File: src/rtl/game_pkg.sv
// Shared definitions for the game timer: FSM state encoding, default timing
// constants and small saturating arithmetic helpers.
package game_pkg;

    typedef enum logic [1:0] {
        ST_IDLE     = 2'd0,
        ST_PRESTART = 2'd1,
        ST_RUN      = 2'd2,
        ST_DONE     = 2'd3
    } game_state_e;

    localparam int unsigned DEF_CLK_HZ           = 50_000_000;
    localparam int unsigned DEF_GAME_SECONDS     = 30;
    localparam int unsigned DEF_PRESTART_SECONDS = 3;

    localparam int unsigned PRESCALE_W = 32;
    localparam logic [7:0]  SCORE_MAX  = 8'd99;

    function automatic logic [7:0] sat_inc(input logic [7:0] v);
        return (v >= SCORE_MAX) ? v : v + 8'd1;
    endfunction

    function automatic logic [7:0] dec_floor0(input logic [7:0] v);
        return (v == 8'd0) ? 8'd0 : v - 8'd1;
    endfunction

endpackage

File: src/rtl/sec_prescaler.sv
// One-second prescaler: counts 0..CLK_HZ-1 while enabled and raises a
// registered tick during the cycle the count sits at CLK_HZ-1.
module sec_prescaler
    import game_pkg::*;
#(
    parameter int unsigned CLK_HZ = DEF_CLK_HZ
) (
    input  logic clock,
    input  logic reset,
    input  logic clear,
    input  logic enable,
    output logic tick
);

    // CLK_HZ is expected to be at least 2 so a tick never coincides with a clear.
    localparam logic [PRESCALE_W-1:0] CNT_MAX = PRESCALE_W'(CLK_HZ - 1);
    localparam logic [PRESCALE_W-1:0] CNT_ONE = PRESCALE_W'(1);

    logic [PRESCALE_W-1:0] cnt_q;
    logic [PRESCALE_W-1:0] cnt_d;
    logic                  tick_q;
    logic                  tick_d;

    always_comb begin
        cnt_d = cnt_q;
        if (clear) begin
            cnt_d = '0;
        end else if (enable) begin
            cnt_d = (cnt_q == CNT_MAX) ? '0 : cnt_q + CNT_ONE;
        end
    end

    // Tick is registered alongside the count so it is high exactly when cnt_q == CNT_MAX.
    assign tick_d = enable && !clear && (cnt_d == CNT_MAX);

    always_ff @(posedge clock or negedge reset) begin
        if (!reset) begin
            cnt_q  <= '0;
            tick_q <= 1'b0;
        end else begin
            cnt_q  <= cnt_d;
            tick_q <= tick_d;
        end
    end

    assign tick = tick_q;

endmodule

File: src/rtl/game_timer_ctrl.sv
// Basketball game timer: IDLE -> PRESTART countdown -> RUN play period -> DONE,
// counting made baskets during RUN and pulsing commit once the score is final.
module game_timer_ctrl
    import game_pkg::*;
#(
    parameter int unsigned CLK_HZ           = DEF_CLK_HZ,
    parameter int unsigned GAME_SECONDS     = DEF_GAME_SECONDS,
    parameter int unsigned PRESTART_SECONDS = DEF_PRESTART_SECONDS
) (
    input  logic       clock,
    input  logic       reset,
    input  logic       start,
    input  logic       shot_in,
    output logic [7:0] time_left,
    output logic [7:0] score,
    output logic       running,
    output logic       game_over,
    output logic       commit,
    output logic       sec_tick
);

    localparam logic [7:0] GAME_TL = 8'(GAME_SECONDS);
    localparam logic [7:0] PRE_TL  = 8'(PRESTART_SECONDS);

    game_state_e state_q;
    logic [7:0]  time_left_q;
    logic [7:0]  score_q;
    logic        running_q;
    logic        game_over_q;
    logic        commit_q;

    logic tick;
    logic launch;
    logic last_sec;
    logic presc_clear;
    logic presc_enable;

    assign launch       = start && ((state_q == ST_IDLE) || (state_q == ST_DONE));
    assign last_sec     = tick && (time_left_q == 8'd1);
    assign presc_enable = (state_q == ST_PRESTART) || (state_q == ST_RUN);
    // Restart the second boundary both at game launch and when play begins.
    assign presc_clear  = launch || ((state_q == ST_PRESTART) && last_sec);

    sec_prescaler #(
        .CLK_HZ(CLK_HZ)
    ) u_presc (
        .clock (clock),
        .reset (reset),
        .clear (presc_clear),
        .enable(presc_enable),
        .tick  (tick)
    );

    always_ff @(posedge clock or negedge reset) begin
        if (!reset) begin
            state_q     <= ST_IDLE;
            time_left_q <= 8'd0;
            score_q     <= 8'd0;
            running_q   <= 1'b0;
            game_over_q <= 1'b0;
            commit_q    <= 1'b0;
        end else begin
            commit_q <= 1'b0;
            case (state_q)
                ST_IDLE, ST_DONE: begin
                    if (start) begin
                        state_q     <= ST_PRESTART;
                        time_left_q <= PRE_TL;
                        score_q     <= 8'd0;
                        running_q   <= 1'b0;
                        game_over_q <= 1'b0;
                    end
                end
                ST_PRESTART: begin
                    if (last_sec) begin
                        state_q     <= ST_RUN;
                        time_left_q <= GAME_TL;
                        running_q   <= 1'b1;
                    end else if (tick) begin
                        time_left_q <= dec_floor0(time_left_q);
                    end
                end
                ST_RUN: begin
                    // A basket in the final tick cycle still counts; commit sees it.
                    if (shot_in) begin
                        score_q <= sat_inc(score_q);
                    end
                    if (tick) begin
                        time_left_q <= dec_floor0(time_left_q);
                    end
                    if (last_sec) begin
                        state_q     <= ST_DONE;
                        running_q   <= 1'b0;
                        game_over_q <= 1'b1;
                        commit_q    <= 1'b1;
                    end
                end
                default: begin
                    state_q <= ST_IDLE;
                end
            endcase
        end
    end

    assign time_left = time_left_q;
    assign score     = score_q;
    assign running   = running_q;
    assign game_over = game_over_q;
    assign commit    = commit_q;
    assign sec_tick  = tick;

endmodule

File: config.mk
export PLATFORM = sky130hd
export DESIGN_NAME = game_timer_ctrl
export DESIGN_NICKNAME = d
export VERILOG_FILES = /design/src/rtl/game_pkg.sv /design/src/rtl/sec_prescaler.sv /design/src/rtl/game_timer_ctrl.sv
export SDC_FILE = /design/constraint.sdc
export NUM_CORES = 1
export LEC_CHECK = 0
export CORE_MARGIN = 4
export CORE_UTILIZATION = 41
export DETAILED_ROUTE_END_ITERATION = 8
export PLACE_DENSITY = 0.73
export SLEW_MARGIN = 5
export SYNTH_ARGS = -nofsm -noshare
export SYNTH_HDL_FRONTEND = slang
export SYNTH_HIERARCHICAL = 1
export SYNTH_SLANG_ARGS = --single-unit
File: constraint.sdc
create_clock -name clock -period 2.6 [get_ports clock]
set_input_delay 0.26 -clock clock [delete_from_list [all_inputs] [get_ports clock]]
set_output_delay 0.26 -clock clock [all_outputs]
set_load 0.01 [all_outputs]
==> reports/results.txt, run 1 <==
Sequential cell area = 1350 um2
ANT nets after route = 0
Ys async rst share = 100%
Largest area contributor in the netlist = dfrtp_1
Post-synth top area share = 37.6%
CP Class = flop to flop
Yosys cell types = 73
Syn avg cell area = 9.25 um2
Critical path arrival = 2.71 ns
CTS tree = yes
Status = finished clean
Ant. Diodes = 0
Clock Path Buffers = 2
Setup-failing EPs final = 0
Die area = 10300 um2
Area post-placement = 3940 um2
Fin Setup TNS = 0 ns
Max Fclk = 401 MHz
Total track usage = 16.5%
Worst slew pin tran = 0.709 ns
Largest net degree at the start of global routing = 33
Vias in the first global route = 2812
Synth area leaders = dfrtp_1, nor2_1, xnor2_1
Total chip power = 0.00274 W
VDD IR max = 0.000329 V
Worst Hold Class = primary input to asynchronous set/reset pin
Mapped Nets = 400
Yosys Warn Count = 6
Fin crit period = 2.49 ns
Post-synth top cells = dfrtp_1, nor2_1, nand2_1
RSZ-0062 raised after global routing = no
IO Pins = 24
Die X-Extent = 102 um
I/O Buffers = 23
Period utilization = 95.9%
Initial core utilization = 42.8%
CTS Buf Count = 5
Clk_skew = 0.0130 ns
Fill cells = 804
Worst Slack Setup Final = 0.107 ns
Endpoints failing hold = 0
Worst setup SP type = flop
Synth Flop Type = dfrtp_1
Flop pwr share = 36.4%
Post-CTS repair timing setup buffer count = 0
Drt first pass iters = 4
Crit-path max FO = 7
# nets final = 425
Core area = 8380 um2
Switch share = 39.6%
Register area share after synthesis = 37.6%
Worst path required time = 2.82 ns
Die Y = 102 um
Design area = 4090 um2
PD cells = 669 nW/um2
Internal power = 0.00165 W
Initial antenna violation count = 0
GP Congestion = 0.899
Final Slew Violations = 0
CTS sink cnt = 54
Synthesized instance count = 388
Most frequent cell after synthesis = dfrtp_1
Max-cap viol count = 0
Clock network fraction of total power = 20.3%
Slew HR = 52.6%
Leakage Power = 1.62 nW
Multi-input combinational cell area = 2100 um2
Setup WS pre-CTS = -0.0103 ns
Post-DP HPWL = 6070 um
Wire per inst = 15.9 um
Combinational power share = 43.3%
Std cell rows = 33
Root Buffer Master = clkbuf_8
Starting DRT DRC Count = 163
Share of cells above drive strength 1 = 13.0%
Sw Pwr = 0.00108 W
Worst-Skew Late Latency = 0.31 ns
Post-Syn Area = 3590 um2
Number of synthesized register bits = 54
Element type at the critical path end = flop
DRC violations left = 0
DR vias = 3041
Congestion Overflow GR = 0
Clk slew on worst S/H paths = 0.10 ns
Post-synth EDFFs = 0
Final hold slack = 0.502 ns
CTS H-tree lvls = 2
WL final = 8270 um
Vias per cell = 5.86
Synth-to-Final Area Change = 14.0%
Global-route wire length before repair = 13700 um
worst paths after layout:
| kind | from | endpoint | slack (ns) | depth (start not counted) |
|---|---|---|---|---|
| max | state_q[0] | u_presc/tick | 0.11 | 9 |
| min | reset | running | 0.50 | 2 |
| max reg2reg | state_q[0] | u_presc/tick | 0.11 | 9 |
| min reg2reg | score[6] | score[6] | 0.53 | 2 |
| max in group asynchronous | reset | u_presc/cnt_q[17] | 1.51 | 3 |
| min in group clock | score[6] | score[6] | 0.53 | 2 |
cell families (layout without fill, tap and decap cells):
group,count (synthesis),in the layout,share of synthesized area (%)
AOI/OAI and AO/OA,71,71,14.1
xor gates and xnor gates,27,27,6.59
adders and majority gates,8,8,2.79
buffers and inverters,32,58,4.64
DFF,54,54,37.6
muxes,9,9,2.65
and+or+nand+nor,187,187,31.6
power groups by stage:
stage / combinational (W) / clock [W] / sequential, W
2_1_floorplan: 0.000846 / 0 / 0.000999
3_3_place_gp: 0.00114 / 0 / 0.00100
3_5_place_dp: 0.00117 / 0 / 0.00101
4_1_cts: 0.00118 / 0.000583 / 0.000995
5_1_grt: 0.00131 / 0.000609 / 0.00101
6_report: 0.00119 / 0.000555 / 0.000996
flip-flops by register name, summed over array words and instances (netlist names):
register / count
commit: 1
game_over: 1
running: 1
score: 8
state_q: 2
time_left: 8
u_presc/cnt_q: 32
u_presc/tick: 1
final cells by class:
cell class | instances | share of cell area [%]
timing repair buffer | 35 | 8.38
clock buffer | 7 | 1.87
inverter | 15 | 1.38
clock inverter | 1 | 0.734
multi-input combinational | 302 | 51.4
sequential | 54 | 33.0
tap | 105 | 3.21
through the flow:
stage	std cells	util, %
final	519	48.8
after global routing	519	48.8
after CTS	519	48.5
after detailed placement	510	47.1
after global placement	510	47.1
after floorplan	388	-
repair_timing:
item                                    CTS  global route
resized for setup                         1             6
pin swaps                                 0             1
endpoints found under the setup margin    1             1
endpoints found under the hold margin    26             0
hold buffers                              1             0
critical path: stages, from the launching register on:
cell     delay [ns]
dfrtp_1        0.40
inv_1          0.07
ha_1           0.33
inv_2          0.13
and4_2         0.30
nand4_1        0.23
or4_1          0.46
a21oi_1        0.22
nand4_1        0.13
nor4_2         0.14
metal layers:
metal | track usage, % | share of wire (%) | up-vias
met1 | 23.5 | 47 | 1470
met2 | 26.2 | 48 | 82
met5 | 0 | 0 | -
li1 | - | - | 1480
met3 | 2.82 | 4.2 | 9
met4 | 3.99 | 1.3 | 0
cell usage in the layout (no fill, tap or decap), drive strengths merged, types with 2 or more instances in the layout:
cell,instances
o311ai,4
a211oi,3
and2,4
inv,15
o31ai,9
nor4,10
nor2b,6
nor4b,2
nor3b,3
ha,8
a31oi,6
or3,4
clkdlybuf4s50,22
dfrtp,54
or2,3
o21ai,13
nand4b,2
nor3,10
and4,5
clkbuf,7
buf,12
o211ai,5
or4,7
xnor2,16
nand4,19
and3,4
a221oi,2
nand2b,4
nand3,21
mux2i,8
nand2,33
xor2,11
a21oi,14
nor2,46
(Power assumes the default switching activity.)
==> run 2, diff against run 1 <==
--- a/config.mk
+++ b/config.mk
@@ -8,9 +8,8 @@
 export CORE_MARGIN = 4
 export CORE_UTILIZATION = 41
 export DETAILED_ROUTE_END_ITERATION = 8
-export PLACE_DENSITY = 0.73
+export PLACE_DENSITY = 0.74
 export SLEW_MARGIN = 5
 export SYNTH_ARGS = -nofsm -noshare
 export SYNTH_HDL_FRONTEND = slang
-export SYNTH_HIERARCHICAL = 1
 export SYNTH_SLANG_ARGS = --single-unit
==> reports/results.txt, run 2 <==
Std cell rows = 31 (was 33)
Ys async rst share = 100% (unchanged)
Endpoints failing hold = 0 (unchanged)
Syn avg cell area = 9.15 um2 (was 9.25 um2)
Initial core utilization = 42.3% (was 42.8%)
CTS Buf Count = 5 (unchanged)
Max FFs per register = 32 (unchanged)
Clk slew on worst S/H paths = 0.11 ns (was 0.10 ns)
I/O Buffers = 23 (unchanged)
Slowest stage delay, CP = 0.43 ns (was 0.46 ns)
Clock Path Buffers = 2 (unchanged)
Starting DRT DRC Count = 196 (was 163)
Root Buffer Master = clkbuf_8 (unchanged)
Synth Flop Type = dfrtp_1 (unchanged)
CP Class = flop to flop (unchanged)
Worst slew pin tran = 0.658 ns (was 0.709 ns)
Register area share after synthesis = 44.1% (was 37.6%)
Synth area leaders = dfrtp_1, nor2_1, xor2_1 (was dfrtp_1, nor2_1, xnor2_1)
Worst-Skew Late Latency = 0.32 ns (was 0.31 ns)
Die area = 8920 um2 (was 10300 um2)
Slew HR = 55.7% (was 52.6%)
Largest area contributor in the netlist = dfrtp_1 (unchanged)
Vias per cell = 5.44 (was 5.86)
CP Cell Sequence = inv_2 -> ha_4 -> nand3b_1 -> nor3_4 -> buf_4 -> buf_6 -> nand2_2 -> xor2_2 -> and4_1 -> nand4b_1 -> a2111oi_2 (was inv_1 -> ha_1 -> inv_2 -> and4_2 -> nand4_1 -> or4_1 -> a21oi_1 -> nand4_1 -> nor4_2)
Ant. Diodes = 0 (unchanged)
Post-synth EDFFs = 0 (unchanged)
# nets final = 390 (was 425)
ANT nets after route = 0 (unchanged)
Leading cell type in the layout, fill and taps excluded = nor2_1 (was dfrtp_1)
IO Pins = 24 (unchanged)
CTS tree = yes (unchanged)
Post-synth top cells = nor2_1, dfrtp_1, xor2_1 (was dfrtp_1, nor2_1, nand2_1)
Most frequent cells in the layout = nor2_1, dfrtp_1, xor2_1 (was dfrtp_1, nor2_1, nand2_1)
Mapped Nets = 346 (was 400)
Critical path arrival = 2.72 ns (was 2.71 ns)
DRC violations left = 0 (unchanged)
GP Congestion = 0.965 (was 0.899)
Largest register by flop count = u_presc.cnt_q (was u_presc/cnt_q)
VDD IR max = 0.000313 V (was 0.000329 V)
Element type at the critical path end = flop (unchanged)
WL final = 7100 um (was 8270 um)
Final Slew Violations = 0 (unchanged)
Synth-to-Final Area Change = 21.6% (was 14.0%)
Fill cells = 657 (was 804)
Wire per inst = 14.8 um (was 15.9 um)
RSZ-0062 raised after global routing = yes (was no)
Setup-failing EPs final = 0 (unchanged)
Final core area utilization = 51.4% (was 48.8%)
Worst path required time = 2.81 ns (was 2.82 ns)
Post-Syn Area = 3070 um2 (was 3590 um2)
Largest net degree at the start of global routing = 27 (was 33)
CTS H-tree lvls = 2 (unchanged)
Clk_skew = 0.0169 ns (was 0.0130 ns)
Drt first pass iters = 4 (unchanged)
Core area = 7250 um2 (was 8380 um2)
Status = finished clean (unchanged)
R2R setup slack = 0.09 ns (was 0.11 ns)
Vias in the first global route = 2515 (was 2812)
Period utilization = 96.4% (was 95.9%)
Yosys Warn Count = 0 (was 6)
Max-cap viol count = 0 (unchanged)
Non-filler cells, final = 479 (was 519)
Initial antenna violation count = 0 (unchanged)
PD cells = 645 nW/um2 (was 669 nW/um2)
Placed Cells incl. Taps = 464 (was 510)
Most frequent cell after synthesis = nor2_1 (was dfrtp_1)
Die X-Extent = 94.5 um (was 102 um)
Congestion Overflow GR = 0 (unchanged)
Leakage Power = 1.63 nW (was 1.62 nW)
Final hold slack = 0.462 ns (was 0.502 ns)
CTS sink cnt = 54 (unchanged)
Crit-path max FO = 5 (was 7)
Total track usage = 16.6% (was 16.5%)
Number of synthesized register bits = 54 (unchanged)
DR vias = 2605 (was 3041)
Die Y = 94.5 um (was 102 um)
Yosys cell types = 48 (was 73)
Slowest-stage cell, CP = dfrtp_1 (was or4_1)
Synthesized instance count = 335 (was 388)
Share of cells above drive strength 1 = 14.5% (was 13.0%)
Worst Slack Setup Final = 0.0946 ns (was 0.107 ns)
Setup WS pre-CTS = -0.0303 ns (was -0.0103 ns)
Worst setup SP type = flop (unchanged)
Post-DP HPWL = 5190 um (was 6070 um)
Sequential cell area = 1350 um2 (unchanged)
Post-synth top area share = 44.1% (was 37.6%)
Multi-input combinational cell area = 1700 um2 (was 2100 um2)
Fin crit period = 2.51 ns (was 2.49 ns)
Max Fclk = 399 MHz (was 401 MHz)
Worst Hold Class = primary input to asynchronous set/reset pin (unchanged)
Global-route wire length before repair = 12000 um (was 13700 um)
## run 2: timing repair
item	in CTS	in global routing
resized for setup	2	17
pin swaps	0	9
buffers inserted	0	6
cloned	0	0
hold buffers	1	0
hold endpoints to repair	24	0
endpoints found under the setup margin	1	1
## run 2: critical path: cells and delay by family, from the launching register on
kind            cells  cell delay [ns]
flops               1             0.43
simple gates        5             0.89
xor+xnor            1             0.20
buf+inv             3             0.33
fa+ha+maj           1             0.21
compound gates      1             0.34
## run 2: where the power goes
group,internal (W),switching [W]
Clock,0.000195,0.000293
Sequential,0.000910,0.0000855
Combinational,0.000381,0.000541
## run 2: kinds of logic after synthesis
| kind of cell | Yosys count | share of synthesized area (%) |
|---|---|---|
| AND/OR/NAND/NOR | 169 | 29.4 |
| flip-flops | 54 | 44.1 |
| AO/OA/AOI/OAI | 47 | 10.1 |
| XOR/XNOR | 38 | 10.9 |
| buffers and inverters | 20 | 2.69 |
| adder cells (fa/ha/maj) | 7 | 2.86 |
## run 2: worst paths after layout
path	start	endpoint	depth (start not counted)
setup / recovery	state_q[0]	u_presc.tick	11
hold / removal	reset	u_presc.cnt_q[30]	2
setup reg to reg	state_q[0]	u_presc.tick	11
hold reg to reg	time_left[7]	time_left[7]	1
max in group asynchronous	reset	u_presc.cnt_q[16]	3
min in group clock	time_left[7]	time_left[7]	1
## run 2: metal layers
layer / part of all wire, % / routed length, um / track usage, %
met5: 0 / 0 / 0
met4: 1.3 / 90 / 5.77
met3: 3.9 / 275 / 2.55
met2: 48 / 3440 / 26.7
met1: 46 / 3290 / 22.7
## run 2: area by class of cell
cell class / count / area share [%]
clock buffers: 5 / 1.85
well taps: 99 / 3.32
clock inverters: 3 / 0.671
inverters: 10 / 1.01
multi-input cells: 261 / 45.7
flip-flops and latches: 54 / 36.3
repair buffers: 47 / 11.2
## run 2: stage by stage
step / instance area [um2] / TNS (ns) / total power [W]
2_1_floorplan: 3070 / 0 / 0.00155
3_3_place_gp: 3500 / 0 / 0.00185
3_5_place_dp: 3500 / -0.0303 / 0.00187
4_1_cts: 3610 / 0 / 0.00238
5_1_grt: 3730 / -0.0517 / 0.00259
6_report: 3730 / 0 / 0.00241
